## config.mk

```make
export PLATFORM = sky130hd
export DESIGN_NAME = serial_subn_flat
export DESIGN_NICKNAME = d
export VERILOG_FILES = /design/src/rtl/serial_subn_pkg.sv /design/src/rtl/serial_subn_if.sv /design/src/rtl/fullsub1.sv /design/src/rtl/serial_subn.sv /design/src/flat_wrapper.sv
export SDC_FILE = /design/constraint.sdc
export NUM_CORES = 1
export LEC_CHECK = 0
export ABC_AREA = 1
export CAP_MARGIN = 10
export CORE_UTILIZATION = 25
export DETAILED_ROUTE_END_ITERATION = 10
export MAX_ROUTING_LAYER = met4
export SKIP_LAST_GASP = 1
export SYNTH_ARGS = -nofsm -noshare
export SYNTH_HDL_FRONTEND = slang
export SYNTH_SLANG_ARGS = --single-unit
```

## constraint.sdc

```tcl
create_clock -name clk -period 1.5 [get_ports clk]
set_clock_uncertainty 0.15 [all_clocks]
set_input_delay 0.3 -clock clk [delete_from_list [all_inputs] [get_ports clk]]
set_output_delay 0.3 -clock clk [all_outputs]
set_load 0.1 [all_outputs]
```

## src/rtl/serial_subn_pkg.sv

```systemverilog
// Shared definitions for the bit-serial subtractor: state encodings and the
// counter-width helper.
package serial_subn_pkg;

  localparam logic [1:0] S_IDLE  = 2'b00;
  localparam logic [1:0] S_SHIFT = 2'b01;
  localparam logic [1:0] S_DONE  = 2'b10;

  // Bit counter only needs to reach n-1.
  function automatic int cnt_w(input int n);
    return (n > 2) ? $clog2(n) : 1;
  endfunction

endpackage

```

## src/rtl/serial_subn_if.sv

```systemverilog
// Operand/result handshake bundle for serial_subn (start/busy/done plus data).
interface serial_subn_if #(parameter int N = 8);

  logic         start;
  logic [N-1:0] a;
  logic [N-1:0] b;
  logic         bin;
  logic         busy;
  logic         done;
  logic [N-1:0] q;
  logic         bout;

  modport master (output start, a, b, bin, input  busy, done, q, bout);
  modport slave  (input  start, a, b, bin, output busy, done, q, bout);

endinterface

```

## src/rtl/fullsub1.sv

```systemverilog
// One-bit full-subtractor slice: d = x - y - bi, bo = borrow out.
module fullsub1 (
  input  logic x,
  input  logic y,
  input  logic bi,
  output logic d,
  output logic bo
);

  logic xy_diff;

  assign xy_diff = x ^ y;
  assign d       = xy_diff ^ bi;
  assign bo      = (~x & y) | (~xy_diff & bi);

endmodule

```

## src/rtl/serial_subn.sv

```systemverilog
// Bit-serial N-bit subtractor: one fullsub1 slice reused LSB-first over N
// cycles, with a start/busy/done handshake and results held until the next completion.
module serial_subn
  import serial_subn_pkg::*;
#(
  parameter int N = 8
) (
  input  logic        clk,
  input  logic        rst,
  serial_subn_if.slave bus
);

  localparam int CW = cnt_w(N);

  logic [1:0]    state;
  logic [CW-1:0] cnt;
  logic [N-1:0]  a_sh;
  logic [N-1:0]  b_sh;
  logic [N-1:0]  diff_sh;
  logic          br;
  logic          d;
  logic          bo;
  logic          accept;
  logic          last;

  assign accept = bus.start && ((state == S_IDLE) || (state == S_DONE));
  assign last   = (state == S_SHIFT) && (cnt == CW'(N - 1));

  fullsub1 u_slice (
    .x  (a_sh[0]),
    .y  (b_sh[0]),
    .bi (br),
    .d  (d),
    .bo (bo)
  );

  always_ff @(posedge clk) begin
    if (rst) begin
      state    <= S_IDLE;
      cnt      <= '0;
      bus.busy <= 1'b0;
      bus.done <= 1'b0;
      bus.q    <= '0;
      bus.bout <= 1'b0;
    end else begin
      bus.done <= 1'b0;
      case (state)
        S_IDLE, S_DONE: begin
          if (bus.start) begin
            state    <= S_SHIFT;
            cnt      <= '0;
            bus.busy <= 1'b1;
          end else begin
            state <= S_IDLE;
          end
        end
        S_SHIFT: begin
          if (last) begin
            // Top bit of diff_sh is still clear here; merge the final bit in.
            state    <= S_DONE;
            cnt      <= '0;
            bus.busy <= 1'b0;
            bus.done <= 1'b1;
            bus.q    <= diff_sh | (N'(d) << (N - 1));
            bus.bout <= bo;
          end else begin
            cnt <= cnt + 1'b1;
          end
        end
        default: begin
          state    <= S_IDLE;
          bus.busy <= 1'b0;
        end
      endcase
    end
  end

  // Operand/result shift registers carry data only and need no reset.
  always_ff @(posedge clk) begin
    if (accept) begin
      a_sh    <= bus.a;
      b_sh    <= bus.b;
      br      <= bus.bin;
      diff_sh <= '0;
    end else if (state == S_SHIFT) begin
      a_sh         <= a_sh >> 1;
      b_sh         <= b_sh >> 1;
      br           <= bo;
      diff_sh[cnt] <= d;
    end
  end

endmodule

```

## src/flat_wrapper.sv

```systemverilog
// flat-port wrapper written by rule: the top's interface ports become plain ports
module serial_subn_flat import serial_subn_pkg::*;
#(
  parameter int N = 8
)
  (clk, rst, bus_start, bus_a, bus_b, bus_bin, bus_busy, bus_done, bus_q, bus_bout);
  serial_subn_if #(.N(N)) bus_i ();
  input  logic clk;
  input  logic rst;
  input wire logic [$bits(bus_i.start)-1:0] bus_start;
  input wire logic [$bits(bus_i.a)-1:0] bus_a;
  input wire logic [$bits(bus_i.b)-1:0] bus_b;
  input wire logic [$bits(bus_i.bin)-1:0] bus_bin;
  output wire logic [$bits(bus_i.busy)-1:0] bus_busy;
  output wire logic [$bits(bus_i.done)-1:0] bus_done;
  output wire logic [$bits(bus_i.q)-1:0] bus_q;
  output wire logic [$bits(bus_i.bout)-1:0] bus_bout;
  assign bus_i.start = bus_start;
  assign bus_i.a = bus_a;
  assign bus_i.b = bus_b;
  assign bus_i.bin = bus_bin;
  assign bus_busy = bus_i.busy;
  assign bus_done = bus_i.done;
  assign bus_q = bus_i.q;
  assign bus_bout = bus_i.bout;
  serial_subn #(.N(N)) u_core (.clk(clk), .rst(rst), .bus(bus_i));
endmodule
```

* Word level (Yosys, flattened, before mapping) *
Cells that the tools add are included.

word-level totals
  output and inout bits = 11
  word-level logic and storage cells = 58
  input bits = 20
  memory bits (read-only) = 0
  memories kept = 0
  flip-flop bits (word level) = 41
  bits in latches = 0
  memory bits (writable) = 0

cells by class
  magnitude comparators = 2
  reductions and logical operators = 12
  $add $sub $neg = 1
  eq/ne operators = 5
  multiplexer cells = 19
  divide/modulo/power cells = 0
  shifts and indexed selects = 0
  $mul = 0
  bitwise gates (word level) = 9

operator list
  kind                                                                           number
  8-bit 2-to-1 mux                                                               4
  8-bit bitwise mux                                                              1
  8-bit bitwise OR                                                               1
  1-bit 2-to-1 mux                                                               7
  3-bit 2-to-1 mux                                                               2
  3-bit one-hot mux with 2 select lines                                          1
  2-bit AND reduction                                                            3
  3-bit by 4-bit less-than comparator with 1-bit output (second input constant)  1
  2-bit one-hot mux with 2 select lines                                          1
  2-bit nonzero test                                                             2
  2-bit OR reduction                                                             2
  3-bit by 1-bit adder with 3-bit output (second input constant)                 1
  1-bit demux with 3-bit select                                                  1
  3-bit == test (second input constant)                                          1
  3-bit by 1-bit >= comparator with 1-bit output (second input constant)         1
  1-bit logical AND                                                              3
  1-bit inverter                                                                 3
  1-bit AND                                                                      2
  2-bit by 1-bit == test with 1-bit output (second input constant)               1
  2-bit == test (second input constant)                                          1
  2-bit logical NOT                                                              1
  2-bit 2-to-1 mux                                                               1
  2-bit by 1-bit inequality test with 1-bit output (second input constant)       1
  2-bit inequality test (second input constant)                                  1
  4 further kinds                                                                5

* Logic depth before layout (Yosys ltp) *
  depth in word-level cells = 6
  mapped depth = 7
  depth with buffers taken out = 7

* Hierarchy *
From an unflattened synthesis, not the netlist that was laid out.

unflattened totals
  cell total of the unflattened synthesis = 203
  area total of the unflattened synthesis = 1,731.7 um^2

by module, submodules not included
  module       seq. area each (um^2)  times used  area each (um^2)  cells each
  serial_subn  991.0                  1           1,700.4           199
  fullsub1     0.0                    1           31.3              4

* Worst setup path after synthesis *
OpenSTA, ideal clock, no wires.

  kind = register to register
  start = reg u_core.a_sh[0]
  end = reg u_core.diff_sh[0]
  library setup time = 0.115 ns
  slack = 0.036 ns
  stages on the path, launching flop included = 6
  data required time = 1.235 ns
  arrival = 1.199 ns
  clock period less this slack = 1.464 ns
  path buffers = 0
  cell sequence = edfxtp_1 -> fa_1 -> inv_1 -> nand3_1 -> nand2_1 -> nor2_1

between the ends
  cells in the longest elaborated chain, start to end = 3

RTL lines
  item                            RTL line           RTL
  start: declaration              serial_subn.sv:17  logic [N-1:0] a_sh;
  start signal: assignment        serial_subn.sv:81  a_sh <= bus.a;
  start signal: assignment        serial_subn.sv:86  a_sh <= a_sh >> 1;
  1-bit XOR                       fullsub1.sv:12     assign xy_diff = x ^ y;
  1-bit XOR                       fullsub1.sv:13     assign d = xy_diff ^ bi;
  net u_core.d                    serial_subn.sv:21  logic d;
  8-bit bitwise mux               serial_subn.sv:89  diff_sh[cnt] <= d;
  end signal: assignment          serial_subn.sv:84  diff_sh <= '0;
  end signal: indexed assignment  serial_subn.sv:89
  end: declaration                serial_subn.sv:19  logic [N-1:0] diff_sh;

The timed path passes the listed nets, and every way through them passes these cells.
A chain may end at the register's enable or synchronous reset.

* Worst setup path in the final report *
  start = reg u_core.b_sh[0]
  end = reg u_core.diff_sh[2]

between the ends
  cells in the longest elaborated chain, start to end = 3

RTL lines
  item                      RTL line           RTL
  start: declaration        serial_subn.sv:18  logic [N-1:0] b_sh;
  start signal: assignment  serial_subn.sv:82  b_sh <= bus.b;
  start signal: assignment  serial_subn.sv:87  b_sh <= b_sh >> 1;
  1-bit XOR                 fullsub1.sv:12
  1-bit XOR                 fullsub1.sv:13
  net u_core.d              serial_subn.sv:21
  8-bit bitwise mux         serial_subn.sv:89

The timed path passes the listed nets, and every way through them passes these cells.

==> flow_summary.json <==
{
  "run_status": "finished, final reports clean",
  "syn_nets": 230,
  "crit_end": "u_core.diff_sh[2]",
  "ys_warn_count": 0,
  "drc": 0,
  "fp.dieArea_mm2": 0.00720,
  "clk_latency_ns": 0.29,
  "worstHoldPathType": "flip-flop to flip-flop",
  "worstHoldPathCells": 2,
  "fp.dieH_um": 84.8,
  "drv_slew": 0,
  "critical_path.max_stage_delay_ns": 0.46,
  "final_common_cell": "nand2_1",
  "critical_path_depth": 6,
  "row_count": 29,
  "ys_seq_area_share_pct": 57.8,
  "port_buffers": 30,
  "drt_pass1_iterations": 6,
  "area_growth_pct": 47.4,
  "rsz0062_at_grt": "true",
  "antenna_found_initial": 0,
  "start_util_pct": 26.4,
  "grt_pass1_vias": 1315,
  "place_inst": 324,
  "finalInstanceArea_mm2": 0.00253,
  "slew_headroom_pct": 80.4,
  "final_antenna_net_count": 0,
  "r2r-end": "u_core.diff_sh[2]",
  "routabilityCongestion": 0.781,
  "ys_types": 20,
  "cp-end-kind": "flip-flop",
  "critPathKind": "flip-flop to flip-flop",
  "syn_avg_cell_area_um2": 8.29,
  "fmax_mhz": 672,
  "reg2regPathDepth": 6,
  "power.total_mw": 2.73,
  "maxCapViolCount": 0,
  "drt_iter0_drc": 28,
  "required_ns": 1.53,
  "grt_first_pass_wirelength_um": 5640,
  "fp.coreArea_mm2": 0.00649,
  "fin_crit_ns": 1.49,
  "finalWirelength_um": 3310,
  "fill_cells": 645,
  "nets": 277,
  "cts_tree": "done",
  "powerDensity_mw_per_mm2": 1080,
  "grt_max_degree": 18,
  "crit_buf_inv": 2,
  "cts_buffers": 5,
  "startpoint": "u_core.b_sh[0]",
  "start_kind": "flip-flop",
  "finalNonFillerCells": 332,
  "power_leakage_nw": 1.11,
  "ys_seq_elements": 41,
  "cts_buffer_depth": 2,
  "crit_chain": "inv_1 -> fa_2 -> inv_4 -> nand3_1 -> nand2_1 -> nor2_1",
  "dp_hpwl_um": 2440,
  "rrSetupSlack_ns": 0.01,
  "placed_area_mm2": 0.00236,
  "worst_pin_slew_ns": 0.294,
  "syn_inst": 207,
  "layout_common_cells": "70 x nand2_1, 40 x nor2_1, 24 x dfxtp_1, 19 x clkdlybuf4s50_1, 17 x edfxtp_1",
  "pin_count": 31,
  "worst_ep_arrival_time_ns": 1.52,
  "final_util_pct": 38.9,
  "via_count": 1376,
  "overflow": 0,
  "root_buffer": "clkbuf_8",
  "cp_max_fo": 8,
  "layout_setup_ws_ns": 0.0120,
  "finalSetupViolations": 0,
  "crit_slowest_cell": "fa_2",
  "antenna_cells": 0,
  "finalHoldViolations": 0,
  "place_ws_ns": -0.148,
  "globalRouteTotalUtil_pct": 10.3,
  "die_width_um": 84.8,
  "worstHoldStart": "u_core.diff_sh[2]",
  "r2r_start": "u_core.b_sh[0]",
  "worst_hold_slack_ns": 0.340,
  "h-tree-depth": 2,
  "vias_per_cell": 4.14,
  "layout_worst_path_cycle_share_pct": 99.2,
  "peakVddDrop_mv": 0.388,
  "crit_family": "adder cells",
  "cts.sinks": 41,
  "clk_pin_slew_ns": 0.08,
  "routedWlPerCell_um": 9.95,
  "syn_area_mm2": 0.00172,
  "drive_gt1_share_pct": 19.6,
  "finalSetupTns_ns": 0
}
-- report_power, final --
group / total (mW) / leakage [nW] / internal, mW / switching [mW]
registers: 1.29 / 0.365 / 1.26 / 0.0271
logic: 0.404 / 0.684 / 0.185 / 0.219
clock network: 1.04 / 0.0643 / 0.660 / 0.377
total: 2.73 / 1.11 / 2.10 / 0.623
-- worst register-to-register path: cells and delay by family, from the launching register on --
| family | cells | cell delay (ns) |
|---|---|---|
| adder cells (fa/ha/maj) | 1 | 0.46 |
| flip-flops | 1 | 0.37 |
| buffers and inverters | 2 | 0.20 |
| AND/OR/NAND/NOR | 3 | 0.18 |
-- registers in the layout (all words and copies together) (netlist names) --
name	flops
u_core.diff_sh	8
u_core.cnt	3
u_core.br	1
u_core.bus.q	8
u_core.b_sh	8
u_core.bus.bout	1
u_core.bus.done	1
u_core.state	2
u_core.bus.busy	1
u_core.a_sh	8
-- final cells by class --
class / count / area, um^2 / area share, %
clock buffers: 5 / 68.8 / 2.72
clock inverters: 3 / 65.1 / 2.57
inverters: 19 / 73.8 / 2.92
multi-input cells: 142 / 657 / 26.0
flip-flops and latches: 41 / 991 / 39.2
well taps: 77 / 96.3 / 3.81
repair buffers: 45 / 577 / 22.8
-- how the worst min path moves through the flow --
stage / end / slack [ns]
2_1_floorplan: u_core.cnt[0] / 0.22
3_3_place_gp: u_core.diff_sh[3] / 0.32
6_report: u_core.diff_sh[2] / 0.34
5_1_grt: u_core.diff_sh[0] / 0.36
3_5_place_dp: u_core.diff_sh[2] / 0.32
4_1_cts: u_core.diff_sh[1] / 0.34
-- cells in the mapped netlist --
library cell	n	area (um^2)
nand2_1	70	263
nor2_1	40	150
dfxtp_1	24	480
edfxtp_1	17	510
inv_1	17	63.8
o21ai_0	10	50.1
a21oi_1	7	35.0
nand3_1	5	25.0
buf_2	3	15.0
ha_1	2	25.0
inv_2	2	7.51
nor2_2	2	12.5
buf_4	1	7.51
clkbuf_1	1	3.75
fa_1	1	20.0
nand2_2	1	6.26
nand2_4	1	11.3
nor2_4	1	11.3
nor3_2	1	10.0
o21a_1	1	7.51
-- routing by layer --
metal,global-route usage (%),part of all wire (%),up-vias
li1,-,-,737
met4,4.16,1.4,0
met5,-,0,-
met3,3.02,3.9,7
met2,17.1,48,27
met1,11.7,46,605
-- kinds of logic (layout without fill, tap and decap cells) --
family,count (synthesis),count (layout),synth area share [%]
buffers and inverters,24,72,5.69
and+or+nand+nor,121,121,28.5
AOI/OAI and AO/OA,18,18,5.40
DFF,41,41,57.8
adders and majority gates,3,3,2.63
-- repair_timing --
action / 4_1_cts / 5_1_grt
hold buffers: 0 / 0
endpoints found under the hold margin: 0 / 0
setup buffers: 0 / 0
pin swaps: 2 / 3
gates resized for setup: 3 / 11
endpoints found under the setup margin: 9 / 19
Power figures use the tool's default switching activity.
